## config.mk

```make
export PLATFORM = sky130hd
export DESIGN_NAME = multicycle_control_fsm
export DESIGN_NICKNAME = d
export VERILOG_FILES = /design/src/rtl/multicycle_control_fsm_pkg.sv /design/src/rtl/multicycle_control_fsm_decode.sv /design/src/rtl/multicycle_control_fsm.sv
export SDC_FILE = /design/constraint.sdc
export NUM_CORES = 1
export LEC_CHECK = 0
export BUFFER_PORTS_ARGS = -buffer_cell sky130_fd_sc_hd__clkbuf_2
export CAP_MARGIN = 10
export CORE_ASPECT_RATIO = 1.25
export CORE_UTILIZATION = 50
export DETAILED_ROUTE_END_ITERATION = 10
export PLACE_DENSITY = 0.76
export SYNTH_ARGS = -nofsm -noshare
export SYNTH_HDL_FRONTEND = slang
export SYNTH_SLANG_ARGS = --single-unit
```

## constraint.sdc

```tcl
create_clock -name clk -period 1.73 [get_ports clk]
set_input_delay 0.0865 -clock clk [delete_from_list [all_inputs] [get_ports clk]]
set_output_delay 0.0865 -clock clk [all_outputs]
set_load 0.02 [all_outputs]
```

## src/rtl/multicycle_control_fsm_pkg.sv

```systemverilog
// Shared types and constants for the multi-cycle control unit.
// State encoding, legal opcodes and ALU operation codes.
package ctrl_pkg;

    typedef enum logic [2:0] {
        IDLE,
        FETCH,
        DECODE,
        EXEC,
        WB,
        TRAP
    } state_t;

    localparam int OP_LI  = 0;
    localparam int OP_ADD = 1;
    localparam int OP_JMP = 3;

    localparam int ALU_CON_LI  = 0;
    localparam int ALU_CON_ADD = 1;
    localparam int ALU_CON_JMP = 3;

endpackage

```

## src/rtl/multicycle_control_fsm_decode.sv

```systemverilog
// Opcode decoder: maps the latched opcode to ALU controls and jump/illegal flags.
// Any code outside li/add/jump is reported as illegal.
module ctrl_decode
    import ctrl_pkg::*;
#(
    parameter int OPCODE_W  = 2,
    parameter int ALU_CON_W = 2
) (
    input  logic [OPCODE_W-1:0]  i_opcode,
    output logic [ALU_CON_W-1:0] o_alu_con,
    output logic                 o_imm_sel,
    output logic                 o_alu_src,
    output logic                 o_is_jump,
    output logic                 o_is_illegal
);

    always_comb begin
        o_alu_con    = '0;
        o_imm_sel    = 1'b0;
        o_alu_src    = 1'b0;
        o_is_jump    = 1'b0;
        o_is_illegal = 1'b0;
        if (i_opcode == OPCODE_W'(OP_LI)) begin
            o_alu_con = ALU_CON_W'(ALU_CON_LI);
            o_imm_sel = 1'b1;
            o_alu_src = 1'b1;
        end else if (i_opcode == OPCODE_W'(OP_ADD)) begin
            o_alu_con = ALU_CON_W'(ALU_CON_ADD);
        end else if (i_opcode == OPCODE_W'(OP_JMP)) begin
            o_alu_con = ALU_CON_W'(ALU_CON_JMP);
            o_is_jump = 1'b1;
        end else begin
            o_is_illegal = 1'b1;
        end
    end

endmodule

```

## src/rtl/multicycle_control_fsm.sv

```systemverilog
// Multi-cycle control FSM: FETCH/DECODE/EXEC/WB sequencing with imem handshake,
// stall, illegal-opcode trap and a retired-instruction counter.
module multicycle_control_fsm
    import ctrl_pkg::*;
#(
    parameter int OPCODE_W  = 2,
    parameter int CNT_W     = 16,
    parameter int ALU_CON_W = 2
) (
    input  logic                 clk,
    input  logic                 rst_n,
    input  logic                 i_start,
    input  logic                 i_fetch_ack,
    input  logic [OPCODE_W-1:0]  i_opcode,
    input  logic                 i_stall,
    input  logic                 i_trap_clr,
    output logic                 o_fetch_req,
    output logic                 o_reg_write,
    output logic [ALU_CON_W-1:0] o_alu_con,
    output logic                 o_imm_sel,
    output logic                 o_alu_src,
    output logic                 o_pc_inc,
    output logic                 o_pc_load,
    output logic                 o_busy,
    output logic                 o_illegal,
    output logic [CNT_W-1:0]     o_retired
);

    state_t                r_state;
    state_t                w_next;
    logic [OPCODE_W-1:0]   r_opcode;
    logic [CNT_W-1:0]      r_retired;
    logic                  w_retire;
    logic [ALU_CON_W-1:0]  w_alu_con;
    logic                  w_imm_sel;
    logic                  w_alu_src;
    logic                  w_is_jump;
    logic                  w_is_illegal;

    ctrl_decode #(
        .OPCODE_W (OPCODE_W),
        .ALU_CON_W(ALU_CON_W)
    ) u_decode (
        .i_opcode    (r_opcode),
        .o_alu_con   (w_alu_con),
        .o_imm_sel   (w_imm_sel),
        .o_alu_src   (w_alu_src),
        .o_is_jump   (w_is_jump),
        .o_is_illegal(w_is_illegal)
    );

    always_ff @(posedge clk or negedge rst_n) begin
        if (!rst_n) begin
            r_state   <= IDLE;
            r_opcode  <= '0;
            r_retired <= '0;
        end else begin
            r_state <= w_next;
            if (r_state == FETCH && i_fetch_ack)
                r_opcode <= i_opcode;
            if (w_retire)
                r_retired <= r_retired + CNT_W'(1);
        end
    end

    // Pulses (reg_write/pc_inc/pc_load) are gated by stall so each fires once,
    // in the first unstalled cycle of its state.
    always_comb begin
        w_next      = r_state;
        w_retire    = 1'b0;
        o_fetch_req = 1'b0;
        o_reg_write = 1'b0;
        o_alu_con   = '0;
        o_imm_sel   = 1'b0;
        o_alu_src   = 1'b0;
        o_pc_inc    = 1'b0;
        o_pc_load   = 1'b0;
        o_busy      = 1'b0;
        o_illegal   = 1'b0;
        case (r_state)
            IDLE: begin
                if (i_start)
                    w_next = FETCH;
            end
            FETCH: begin
                o_fetch_req = 1'b1;
                o_busy      = 1'b1;
                if (i_fetch_ack)
                    w_next = DECODE;
            end
            DECODE: begin
                o_busy = 1'b1;
                if (!i_stall)
                    w_next = w_is_illegal ? TRAP : EXEC;
            end
            EXEC: begin
                o_busy    = 1'b1;
                o_alu_con = w_alu_con;
                o_imm_sel = w_imm_sel;
                o_alu_src = w_alu_src;
                if (w_is_jump) begin
                    o_pc_load = !i_stall;
                    if (!i_stall) begin
                        w_next   = FETCH;
                        w_retire = 1'b1;
                    end
                end else if (!i_stall) begin
                    w_next = WB;
                end
            end
            WB: begin
                o_busy      = 1'b1;
                o_alu_con   = w_alu_con;
                o_imm_sel   = w_imm_sel;
                o_alu_src   = w_alu_src;
                o_reg_write = !i_stall;
                o_pc_inc    = !i_stall;
                if (!i_stall) begin
                    w_next   = FETCH;
                    w_retire = 1'b1;
                end
            end
            TRAP: begin
                o_illegal = 1'b1;
                if (i_trap_clr)
                    w_next = IDLE;
            end
            default: w_next = IDLE;
        endcase
    end

    assign o_retired = r_retired;

endmodule

```

==> reports/qor.yml <==
status:
  status: "complete, no violations"
hold_path:
  whs_endpoint: "r_state[1]$_DFFE_PN0P_"
  hp-class: "in2reg"
  min_path_cells: 4
  min_from: "i_fetch_ack"
timing:
  min_period_over_period: 0.9757
  rsz0062_at_grt: "yes"
  clock_skew_ps: 3.868
  hold_viol: 0
  max_freq_mhz: 592.4
  maxSlewViolCount: 0
  fin_setup_tns_ps: 0
  tightest_slew_ps: 502.5
  setup_viol_count_final: 0
  period_minus_slack_ps: 1688
  slew_headroom: 0.6650
route:
  first_pass_iters: 4
  vias: 974
  drt_wl_total_mm: 2.389
  drc: 0
  routed_via_density: 5.209
  wl_per_cell_microns: 12.78
  drtIter0Drc: 35
  drtAntennaViolNets: 0
finish:
  nFillCells: 162
  register_area_sq_um: 525.5
  utilization: 0.6802
  diodes: 0
  drive_gt1_frac: 0.3910
  nNetsFinal: 166
  multi_input_area_sq_um: 606.8
  synthToLayoutAreaGrowth_pct: 28.13
global_route:
  grtUsageTotal: 0.2182
  grt.busiest_layer: "met2"
  antenna_found_initial: 0
  grt_pass1_vias: 926
  grt.met3_usage: 0.03896
  grt.overflow.total: 0
  grt_util_met2: 0.3685
  grt_pass1_wl_mm: 4.002
  grt_util_met1: 0.2510
  grt_max_degree: 22
critical_path:
  r2r-end: "o_retired[1]$_DFFE_PN0P_"
  r2r-start: "r_state[1]$_DFFE_PN0P_"
  r2r_slack_ps: 40
  cp_max_fo: 11
  crit_path_end_kind: "flop"
  crit_type: "reg2reg"
  path_cells: "buf_6 > and2b_2 > a31oi_4 > mux2_2"
  crit_slowest_cell: "dfrtp_1"
  ff2ff_path_depth: 4
  max_stage_delay_ps: 420
  required_ps: 1940
  start_kind: "flop"
  worstPathArrival_ps: 1900
  cp_top_family: "flip-flops"
  critPathBufInv: 1
  path_depth: 4
logic_synthesis:
  synth_top_area_frac: 0.4526
  synth.avg_cell_area_sq_um: 10.19
  yosysWarnings: 0
  yosys.area.top_type: "dfrtp_1"
  synth.most_common_cell: "dfrtp_1"
  synth_area_leaders: "dfrtp_1 (45%), xor2_1 (9.8%), nor3_2 (4.3%), nand2_1 (3.2%), nor4_1 (3.2%)"
  dominantRegCellSynth: "dfrtp_1"
  synth_commonest_cells: "dfrtp_1 (21), xor2_1 (13), nand2_1 (10), nor2_1 (9)"
  yosysSeqAreaShare: 0.4526
  synth_area_sq_um: 1161
  synth.ff_latch_count: 21
  async_reset_ff_frac: 1.000
  syn_nets: 123
  synth-edff-count: 0
  syn_inst: 114
  synth_cell_types: 31
floorplanning:
  die_h_microns: 55.88
  io_pins: 34
  rows: 19
  core_sq_um: 2187
  die_w_microns: 45.10
  die-area_sq_um: 2520
  start_util: 0.5309
place:
  hpwl_mm: 1.696
  gp_congestion: 0.7638
  portBuffers: 33
clock_tree:
  numClockSinks: 21
  clk_pin_slew_ps: 110
  cts_buffers: 3
  clockBufferDepth: 2
  clk_latency_ps: 310
  clockRootBuffer: "clkbuf_4"
  h-tree-depth: 1
  cts_tree: "yes"
pwr:
  p_per_area_nw_per_um2: 1255
  peakVddDrop_mv: 1.034
  power_leakage_nw: 0.7525
flow_run:
  cap_violations: 0
metal layers:
metal,up-vias,part of all wire
met5,-,0
met4,0,0.021
met3,5,0.040
met2,42,0.53
met1,446,0.41
li1,481,-
layout by cell type, fill, tap and decap left out, drive strengths merged, types with 6 or more instances in the layout:
master / Yosys / layout
clkbuf: 1 / 35
dfrtp: 21 / 21
xor2: 13 / 13
nand2: 10 / 10
buf: 5 / 10
nor2: 9 / 9
nor3: 8 / 8
nand3: 7 / 7
a21oi: 7 / 7
nor4: 6 / 6
area by class of cell:
cell class / instances / share of cell area
Clock buffer: 4 / 0.01766
Timing Repair Buffer: 44 / 0.1850
Inverter: 4 / 0.01009
Multi-Input combinational cell: 83 / 0.4079
Tap cell: 31 / 0.02607
Sequential cell: 21 / 0.3532
worst max-delay path by stage:
| stage | to | from | slack [ps] |
|---|---|---|---|
| 2_1_floorplan | o_imm_sel | r_state[0]$_DFFE_PN0P_ | 2 |
| 3_3_place_gp | o_retired[3]$_DFFE_PN0P_ | r_state[1]$_DFFE_PN0P_ | 150 |
| 3_5_place_dp | o_retired[13]$_DFFE_PN0P_ | r_state[1]$_DFFE_PN0P_ | 100 |
| 4_1_cts | o_retired[3]$_DFFE_PN0P_ | r_state[1]$_DFFE_PN0P_ | 1 |
| 5_1_grt | o_retired[5]$_DFFE_PN0P_ | r_state[1]$_DFFE_PN0P_ | -20 |
| 6_report | o_retired[1]$_DFFE_PN0P_ | r_state[1]$_DFFE_PN0P_ | 40 |
flip-flops by register name, summed over array words and instances, names as in the netlist:
name,count
r_state,3
r_opcode,2
o_retired,16
repair_timing:
| item | CTS | global route |
|---|---|---|
| resized for setup | 7 | 8 |
| endpoints found under the setup margin | 2 | 15 |
| buffers inserted | 1 | 2 |
| hold buffers | 3 | 0 |
| pin swaps | 2 | 3 |
| hold endpoints to repair | 23 | 0 |
cell families (layout without fill, tap and decap cells):
group	Yosys count	count (layout)	synth area share
flops	21	21	0.4526
buf+inv	10	52	0.05279
fa+ha+maj	1	1	0.01077
compound gates	13	13	0.07758
simple gates	51	51	0.2662
xor+xnor	16	16	0.1207
mux	2	2	0.01940
per-stage QoR:
stage	hold WS (ps)	total power [mW]	instances	area [sq um]	worst slack [ps]
final	112.3	1.867	187	1488	41.96
after CTS	105.6	1.835	185	1450	1.066
after global placement	82.85	1.504	177	1356	151.7
after detailed placement	81.60	1.524	177	1356	96.78
after global routing	114.8	2.021	187	1488	-23.18
after floorplan	-209.1	1.297	114	1161	2.307
worst register-to-register path: stages (launching register included):
cell	delay, ps
dfrtp_1	420
buf_6	130
and2b_2	240
a31oi_4	420
mux2_2	390
where the power goes:
group          switching, mW  internal [mW]
Sequential            0.0962          0.582
Clock                  0.148         0.0902
Combinational          0.545          0.406
Power figures use the tool's default switching activity.
